`config.mk`:
```
export PLATFORM = sky130hd
export DESIGN_NAME = sar_search
export DESIGN_NICKNAME = d
export VERILOG_FILES = /design/src/rtl/sar_pkg.sv /design/src/rtl/sar_search.sv
export SDC_FILE = /design/constraint.sdc
export NUM_CORES = 1
export LEC_CHECK = 0
export CAP_MARGIN = 20
export CORE_MARGIN = 8
export CORE_UTILIZATION = 50
export DETAILED_ROUTE_END_ITERATION = 8
export GPL_TIMING_DRIVEN = 0
export MAX_ROUTING_LAYER = met4
export PLACE_DENSITY = 0.78
export SYNTH_ARGS = -nofsm -noshare
export SYNTH_HDL_FRONTEND = slang
export SYNTH_SLANG_ARGS = --single-unit
```
`constraint.sdc`:
```
create_clock -name clk -period 2.1 [get_ports clk]
set_input_delay 0.315 -clock clk [delete_from_list [all_inputs] [get_ports clk]]
set_output_delay 0.315 -clock clk [all_outputs]
set_load 0.005 [all_outputs]
```
`src/rtl/sar_pkg.sv`:
```
// Shared definitions for the successive-approximation search controller:
// FSM state encoding, default operand width and the flag-sanity helper
// used by both the controller and its testbench checker.
package sar_pkg;

    localparam int SAR_WIDTH = 4;

    typedef enum logic [1:0] {
        ST_IDLE  = 2'd0,
        ST_PROBE = 2'd1,
        ST_DONE  = 2'd2
    } sar_state_t;

    // True when exactly one of the comparator flags is asserted.
    function automatic logic flags_onehot(input logic less,
                                          input logic greater,
                                          input logic equal);
        return ({less, greater, equal} == 3'b100) ||
               ({less, greater, equal} == 3'b010) ||
               ({less, greater, equal} == 3'b001);
    endfunction

endpackage

```
`src/rtl/sar_search.sv`:
```
// Successive-approximation controller. Drives a probe value into an external
// combinational magnitude comparator and binary-searches its hidden operand,
// one bit per cycle from the MSB down.
// Optional feature macro: SAR_EARLY_EXIT_EN -- when defined, an equal flag
// ends the search at once with result = trial; otherwise equal counts as
// greater and every search runs the full WIDTH probes.
module sar_search
    import sar_pkg::*;
#(
    parameter int WIDTH = SAR_WIDTH
) (
    input  logic             clk,
    input  logic             rst_n,
    input  logic             start,
    input  logic             cmp_less,
    input  logic             cmp_greater,
    input  logic             cmp_equal,
    output logic [WIDTH-1:0] trial,
    output logic [WIDTH-1:0] result,
    output logic             busy,
    output logic             done,
    output logic             err
);

    localparam int IDX_W = (WIDTH > 1) ? $clog2(WIDTH) : 1;
    localparam logic [IDX_W-1:0] TOP_IDX  = IDX_W'(WIDTH - 1);
    localparam logic [WIDTH-1:0] ONE      = WIDTH'(1);
    localparam logic [WIDTH-1:0] MSB_MASK = ONE << (WIDTH - 1);

    sar_state_t       state, next_state;
    logic [WIDTH-1:0] acc;
    logic [IDX_W-1:0] idx;

    logic             flags_ok;
    logic             keep_bit;
    logic             eq_exit;
    logic             last_bit;
    logic             load;
    logic [WIDTH-1:0] bit_mask;
    logic [WIDTH-1:0] acc_upd;

    // Decode this probe's outcome from the comparator flags
    always_comb begin
        flags_ok = flags_onehot(cmp_less, cmp_greater, cmp_equal);
        keep_bit = cmp_greater | cmp_equal;
        bit_mask = ONE << idx;
        acc_upd  = keep_bit ? (acc | bit_mask) : acc;
        last_bit = (idx == '0);
        load     = start && (state != ST_PROBE);
`ifdef SAR_EARLY_EXIT_EN
        eq_exit  = cmp_equal;
`else
        eq_exit  = 1'b0;
`endif
    end

    // Next-state logic: a probe ends on a bad flag set, an early match or the LSB
    always_comb begin
        next_state = state;
        case (state)
            ST_IDLE:  if (start) next_state = ST_PROBE;
            ST_PROBE: if (!flags_ok || eq_exit || last_bit) next_state = ST_DONE;
            ST_DONE:  if (start) next_state = ST_PROBE;
            default:  next_state = ST_IDLE;
        endcase
    end

    // State register
    always_ff @(posedge clk or negedge rst_n) begin
        if (!rst_n) state <= ST_IDLE;
        else        state <= next_state;
    end

    // Accumulator, bit index, probe value and captured result/error
    always_ff @(posedge clk or negedge rst_n) begin
        if (!rst_n) begin
            acc    <= '0;
            idx    <= '0;
            trial  <= '0;
            result <= '0;
            err    <= 1'b0;
        end else if (load) begin
            acc   <= '0;
            idx   <= TOP_IDX;
            trial <= MSB_MASK;
            err   <= 1'b0;
        end else if (state == ST_PROBE) begin
            if (!flags_ok) begin
                err    <= 1'b1;
                result <= acc;
            end else if (eq_exit) begin
                result <= trial;
            end else if (last_bit) begin
                acc    <= acc_upd;
                result <= acc_upd;
            end else begin
                acc   <= acc_upd;
                idx   <= idx - IDX_W'(1);
                trial <= acc_upd | (bit_mask >> 1);
            end
        end
    end

    assign busy = (state == ST_PROBE);
    assign done = (state == ST_DONE);

endmodule

```
# After elaboration in Yosys (flattened, before gate mapping)
# Cells that the tools add are included.
# Widths: inputs -> output; s select.
# word_totals
mem_bits_rw,0
romBits,0
mem_count,0
elab_cells,58
input_bits,6
latch_bits,0
reg_bits,17
# classes
bitwise_logic,4
mux,20
order_cmp,0
eq_ne,11
addsub,1
mul,0
n_div,0
reduce_logical,15
n_shift,1
# op_table
op,n
$mux 4,10
$mux 2,6
$ne 2x1->1 const B,6
$reduce_and 2->1,3
$reduce_and 3->1,2
$logic_not 2->1,2
$or 4x3->4,1
$or 4x4->4,1
$pmux 2 s2,1
$reduce_bool 2->1,2
$shl 1x2->4 const A,1
$eq 3x1->1 const B,1
$eq 3x2->1 const B,1
$eq 3x3->1 const B,1
$logic_or 1x1->1,3
$mux 1,3
$eq 2x1->1 const B,1
$eq 2x2->1 const B,1
$reduce_or 2->1,1
$sub 2x1->2 const B,1
$logic_and 1x1->1,1
$logic_not 1->1,1
$not 1->1,1
$or 1x1->1,1

# Logic depth before layout (Yosys ltp)
# Gate-level depths: netlist of the first run.
# logic_depth
word_depth,8
mapped_depth,5

# Worst setup path before layout of the first run
# No wires, ideal clock.
# synth_path
kind,register to register
startpoint,reg idx[0]
endpoint,reg result[0]
path_stages_with_launch,6
setup_slack_ps,618
period_less_slack_ps,1482
required_ps,2021
arrival_time_ps,1402
cell_sequence,dfrtp_1 -> inv_1 -> ha_1 -> nor2_1 -> a211oi_2 -> mux2i_1
# synth_via
elab_chain_cells,5
# synth_lines
item,line,source
from (decl),sar_search.sv:32,logic [IDX_W-1:0] idx;
from (signal assigned),sar_search.sv:98,idx <= idx - IDX_W'(1);
$shl 1x2->4,sar_search.sv:46,bit_mask = ONE << idx;
$or 4x4->4,sar_search.sv:47,acc_upd = keep_bit ? (acc | bit_mask) : acc;
$mux 4,sar_search.sv:47,
$mux 4,sar_search.sv:93,end else if (last_bit) begin
$mux 4,sar_search.sv:88,if (!flags_ok) begin
to (signal assigned),sar_search.sv:92,result <= trial;
to (signal assigned),sar_search.sv:95,result <= acc_upd;
to (decl),sar_search.sv:19,"output logic [WIDTH-1:0] result,"
# Several ways; a longest one is shown, not always the timed one. The select of a mux whose other input is x is not followed.
# A chain may end at the register's enable or synchronous reset.

# Worst setup path in the final report of the first run
# layout_path
startpoint,reg state[1]
endpoint,out busy
# layout_via
elab_chain_cells,1
# layout_lines
item,line,source
from (decl),sar_search.sv:30,"sar_state_t state, next_state;"
from (signal assigned),sar_search.sv:71,else state <= next_state;
$eq 2x1->1,sar_search.sv:104,assign busy = (state == ST_PROBE);
to (decl),sar_search.sv:20,"output logic busy,"
# No other way between the ends.

==> results of run 1 <==
==> power groups by stage <==
stage	sequential [W]	combinational (W)	clock, W
floorplan	0.000506	0.000348	0
global placement	0.000503	0.000601	0
detailed placement	0.000509	0.000619	0
CTS	0.000503	0.000624	0.000178
global route	0.000519	0.000678	0.000195
finish	0.000502	0.000622	0.000172
==> final timing paths <==
path	start	to	slack, ns	cells past startpoint
max reg2reg	idx[0]	result[3]	0.33	5
min reg2reg	state[0]	state[0]	0.49	1
max in group asynchronous	rst_n	idx[0]	1.19	1
max	state[1]	busy	0.17	4
min	rst_n	idx[1]	0.45	1
min in group clk	state[0]	state[0]	0.49	1
==> critical path, delay by kind of cell (launching register included) <==
kind	cells	cell delay (ns)
flip-flops	1	0.38
AND/OR/NAND/NOR	1	0.15
buffers and inverters	3	0.79
==> cell usage in the layout (no fill, tap or decap), drive strengths merged <==
cell type and instances:
clkinvlp 1, o2bb2ai 2, a221oi 2, clkdlybuf4s50 15, clkbuf 5, a22o 1
or2 1, ha 4, nor2 1, o211ai 1, xor2 2, a21o 1
buf 2, nor2b 1, a31oi 4, inv 11, nand2 2, nor4b 1
a211oi 4, mux2i 10, nand2b 1, a21oi 7, o21ai 6, dfrtp 17
o2111ai 1
==> routing by layer <==
layer  track usage  vias to the layer above
li1              -                      338
met1         0.143                      340
met2         0.193                       16
met3        0.0304                        5
met4        0.0648                        0
met5             -                        -
==> synthesized netlist by cell type <==
cell | number | share of area
nand2b_1 | 1 | 0.0068
o21ai_0 | 5 | 0.027
o2bb2ai_1 | 2 | 0.019
o211ai_2 | 1 | 0.014
dfrtp_1 | 17 | 0.46
a21oi_1 | 7 | 0.038
a221oi_1 | 2 | 0.019
a211oi_2 | 1 | 0.014
ha_1 | 4 | 0.054
o2111ai_4 | 1 | 0.028
nor4b_1 | 1 | 0.0095
xor2_1 | 1 | 0.0095
a211oi_1 | 3 | 0.024
mux2i_1 | 10 | 0.11
nor2b_1 | 1 | 0.0068
a22o_1 | 1 | 0.0095
buf_2 | 1 | 0.0054
buf_6 | 1 | 0.012
clkbuf_1 | 1 | 0.0041
a31oi_1 | 4 | 0.027
nor2_1 | 1 | 0.0041
or2_2 | 1 | 0.0068
inv_1 | 12 | 0.049
xor2_2 | 1 | 0.018
nand2_1 | 2 | 0.0081
o21ai_2 | 1 | 0.0095
a21o_1 | 1 | 0.0081
==> per-stage QoR <==
stage / instances / worst slack (ns) / utilization / power, W / instance area, sq um
finish: 128 / 0.172 / 0.657 / 0.00130 / 1130
global placement: 124 / 0.153 / 0.640 / 0.00110 / 1100
floorplan: 84 / 0.618 / - / 0.000854 / 923
CTS: 128 / 0.0432 / 0.655 / 0.00130 / 1130
global route: 128 / 0.0885 / 0.657 / 0.00139 / 1130
detailed placement: 124 / 0.118 / 0.640 / 0.00113 / 1100
==> logic make-up (layout without fill, tap and decap cells) <==
kind of cell             Yosys count  in the layout  synth area share
flip-flops                        17             17             0.461
buffers and inverters             15             34            0.0704
adder cells (fa/ha/maj)            4              4            0.0542
multiplexers                      10             10             0.108
XOR/XNOR                           2              2            0.0271
AO/OA/AOI/OAI                     29             29             0.237
AND/OR/NAND/NOR                    7              7            0.0420
==> cell type report <==
class,count,area (sq um),share of cell area
inverter,12,48.8,0.0430
timing repair buffer,15,150,0.132
clock buffer,4,26.3,0.0232
tap,25,31.3,0.0276
buffer,3,20.0,0.0176
multi-input combinational,52,433,0.381
sequential,17,425,0.375
==> registers in the layout (all words and copies together) (netlist names) <==
register and cells:
state 2, idx 2, result 4, err 1
acc 4, trial 4
==> impl_metrics.csv, run 1 <==
group,metric,value,unit
outcome,status,"finished, final reports clean",
sta,hold_slack,0.454,ns
clock_tree,cts_max_level,1,
power_and_ir_drop,irDropWorstVdd,658,uV
route,vias,699,
sta,final_hold_viol_count,0,
sta,tightest_slew,0.736,ns
yosys,synth_area_per_cell,11.0,sq um
layout,diodes,0,
clock_tree,hold_buffers,0,
clock_tree,post-cts-setup-buffers,0,
global_route,grt_max_degree,18,
sta,final_max_slew_viol_count,0,
die,placementRows,15,
global_route,grt_pass1_wl,3.22,mm
route,wl_met1,849,um
yosys,syn_inst,84,
job,maxCapViolCount,0,
die,num_io_pins,17,
clock_tree,clock-sinks,17,
clock_tree,clock_latency,0.29,ns
power_and_ir_drop,combPwrFrac,0.480,
worst_setup_path,cp.arrival,1.61,ns
power_and_ir_drop,p_sw_frac,0.358,
sta,skew,0.00118,ns
clock_tree,numCtsBuffers,3,
placed_design,numPortBuffers,15,
clock_tree,root_buffer,"clkbuf_4",
sta,clock.fmax,519,MHz
layout,nFillCells,155,
sta,max_slew_margin,0.508,
clock_tree,cts_tree,"yes",
worst_hold_path,hp-class,"input port to async pin",
yosys,synth_warnings,0,
route,post_drt_wl_per_cell,14.8,um
power_and_ir_drop,p_leak,0.507,nW
die,dieArea,3480,sq um
die,fp.dieW,59.0,um
placed_design,gp_congestion,0.809,
layout,drive_gt1_frac,0.117,
route,drc,0,
sta,timing.final.crit_share,0.918,
clock_tree,path_clk_slew,0.09,ns
route,routed_via_density,5.46,
power_and_ir_drop,p_int,0.000833,W
sta,tns,0,ns
placed_design,post-dp-hpwl,1.42,mm
route,top_layer,"met4",
worst_setup_path,critPathLaunchType,"flip-flop",
route,routed-wl-met3,111,um
worst_setup_path,crit_type,"flip-flop to output port",
sta,finalSetupViolations,0,
global_route,overflow,0,
yosys,synth-seq-cells,17,
worst_setup_path,cp_cell_sequence,"nand2b_1, buf_6, clkinvlp_4, clkdlybuf4s50_1",
die,start_util,0.535,
worst_setup_path,crit_slowest_cell,"clkdlybuf4s50_1",
route,initialDrtViolationCount,13,
yosys,syn_nets,94,
route,wl_met2,901,um
global_route,grt_usage,0.123,
route,drt.antenna.violating_nets,0,
sta,rsz0062_at_grt,"no",
global_route,grt_pass1_vias,690,
global_route,antenna_found_initial,0,
die,core-area,1730,sq um
layout,layout-area-overhead-vs-synth,22.9,%
power_and_ir_drop,power_density,1140,nW/um^2
clock_tree,cts_resized,0,
sta,fin_crit,1.93,ns
clock_tree,cts_max_path_buffers,2,
die,die-height,59.0,um
yosys,ys_seq_area_frac,0.461,
route,first_pass_iters,4,
worst_setup_path,cp-end-kind,"output port",
power_and_ir_drop,power.share.clock,0.133,
yosys,syn_area,923,sq um
worst_setup_path,critPathMaxFanout,8,
yosys,ys_types,27,
worst_setup_path,slowest_delay,0.52,ns
route,drt_wl_total,1.90,mm
power_and_ir_drop,p_sw,0.000464,W
layout,final_nets,114,
power_and_ir_drop,seqPwrFrac,0.387,
worst_setup_path,crit_required,1.78,ns
No activity file was read; power rests on OpenSTA's default activity.
==> run 2, diff against run 1 <==
- REMOVE_ABC_BUFFERS: default -> 1
==> run 2 against run 1 <==
Cell count unchanged; sequential power hardly changed; clock skew increased by 0.0023 ns; die area stayed put; core utilization grew 0.072 points; via count fell by 0.14%; worst hold slack improved by 0.012 ns; critical path type unchanged; critical endpoint unchanged.
==> impl_metrics.csv, run 2 (same netlist as run 1, synthesis figures left out) <==
group,metric,value,unit
clock_tree,cts_max_level,1,
layout,multiInputGateArea,433,sq um
layout,fin_area,1140,sq um
route,wl_met1,886,um
sta,timing.final.crit_share,0.929,
route,post_drt_wl_per_cell,15.3,um
global_route,overflow,0,
global_route,antenna_found_initial,0,
placed_design,dp_cells,122,
worst_setup_path,reg2reg_slack,0.34,ns
die,dieArea,3480,sq um
clock_tree,root_buffer,"clkbuf_4",
sta,final_hold_viol_count,0,
layout,nFillCells,134,
sta,tns,0,ns
layout,layout-area-overhead-vs-synth,23.0,%
layout,final_nets,114,
layout,fin_cells,128,
worst_setup_path,critPathMaxFanout,8,
clock_tree,clock_latency,0.29,ns
route,top_layer,"met4",
placed_design,post-dp-hpwl,1.45,mm
global_route,grt_usage,0.125,
job,maxCapViolCount,0,
route,wl_met2,959,um
sta,hold_slack,0.465,ns
worst_setup_path,cp.arrival,1.64,ns
layout,top_regs,"acc x4, result x4, trial x4",
layout,regArea,425,sq um
worst_setup_path,timing.rr.end,"result[3]",
worst_setup_path,startpoint,"state[1]",
outcome,status,"finished, final reports clean",
die,fp.dieW,59.0,um
die,core-area,1730,sq um
layout,final_common_cell,"dfrtp_1",
worst_setup_path,cp_cell_sequence,"nand2b_1, inv_2, clkdlybuf4s50_1",
worst_setup_path,reg2reg_depth,5,
worst_setup_path,cp-end-kind,"output port",
worst_setup_path,crit_type,"flip-flop to output port",
placed_design,numPortBuffers,16,
power_and_ir_drop,power_density,1150,nW/um^2
worst_setup_path,crit_required,1.78,ns
route,drt.antenna.violating_nets,0,
clock_tree,cts_tree,"yes",
clock_tree,path_clk_slew,0.10,ns
layout,drive_gt1_frac,0.117,
worst_setup_path,slowest_delay,0.51,ns
worst_setup_path,critPathLaunchType,"flip-flop",
layout,most-common-layout-cells,"dfrtp_1, clkdlybuf4s50_1, inv_1",
route,routed-wl-met3,91,um
placed_design,gp_congestion,0.829,
sta,tightest_slew,0.769,ns
global_route,grt_pass1_vias,684,
sta,skew,0.00345,ns
route,initialDrtViolationCount,19,
worst_setup_path,crit_slowest_cell,"clkdlybuf4s50_1",
power_and_ir_drop,irDropWorstVdd,680,uV
route,vias,698,
sta,final_max_slew_viol_count,0,
placed_design,placed_area,1090,sq um
layout,diodes,0,
clock_tree,hold_buffers,0,
global_route,grt_pass1_wl,3.26,mm
sta,rsz0062_at_grt,"no",
die,num_io_pins,17,
power_and_ir_drop,p_leak,0.516,nW
layout,fin_util,0.658,
sta,clock.fmax,513,MHz
route,first_pass_iters,4,
route,drc,0,
sta,fin_crit,1.95,ns
worst_setup_path,endpoint,"busy",
die,die-height,59.0,um
route,drt_wl_total,1.96,mm
global_route,grt_max_degree,18,
clock_tree,numCtsBuffers,3,
die,placementRows,15,
die,start_util,0.535,
worst_setup_path,r2r_start,"idx[0]",
clock_tree,cts_max_path_buffers,2,
worst_hold_path,hp-class,"input port to async pin",
sta,max_slew_margin,0.486,
route,routed_via_density,5.45,
sta,finalSetupViolations,0,
clock_tree,clock-sinks,17,
run 2: changes by cell type in the layout (fill, tap and decap cells not counted), sizes merged:
cell and change:
clkbuf -1, clkdlybuf4s50 +1, clkinvlp -1, inv +1
run 2: what timing repair did:
action                                  4_1_cts  5_1_grt
endpoints found under the setup margin        1        1
setup buffers                                 0        2
endpoints found under the hold margin         0        0
cloned                                        0        0
resized for setup                             1        0
run 2: worst min path at each step:
stage                         from         to  depth (start not counted)
after detailed placement  state[0]   state[0]                          1
after floorplan              rst_n     acc[0]                          0
final                        rst_n     acc[1]                          1
after global routing         rst_n  result[3]                          1
after CTS                    rst_n   trial[3]                          1
after global placement    state[0]   state[0]                          1
run 2: metal layers:
| metal | global-route usage | vias to the layer above |
|---|---|---|
| met5 | - | - |
| met4 | 0.0512 | 0 |
| met3 | 0.0412 | 4 |
| met2 | 0.187 | 15 |
| met1 | 0.153 | 341 |
| li1 | - | 338 |
run 2: report_power, final:
part | total [W] | internal, W | switching (W)
combinational | 0.000622 | 0.000327 | 0.000295
sequential | 0.000504 | 0.000434 | 0.0000696
clock | 0.000177 | 0.0000740 | 0.000103
total | 0.00130 | 0.000835 | 0.000468
run 2: critical path: cells and delay by family, from the launching register on:
family	cells	cell delay (ns)
buf+inv	2	0.66
flops	1	0.38
simple gates	1	0.30
run 2: cell type report:
type | count | area share
multi-input cells | 52 | 0.381
flip-flops and latches | 17 | 0.374
repair buffers | 18 | 0.154
inverters | 12 | 0.0396
well taps | 25 | 0.0275
clock buffers | 4 | 0.0231
run 2: metrics by stage:
stage               total power [W]  setup WS, ns
finish                      0.00130         0.149
detailed placement          0.00111        0.0857
CTS                         0.00129        0.0544
global placement            0.00108         0.137
floorplan                  0.000832         0.619
global route                0.00140        0.0870
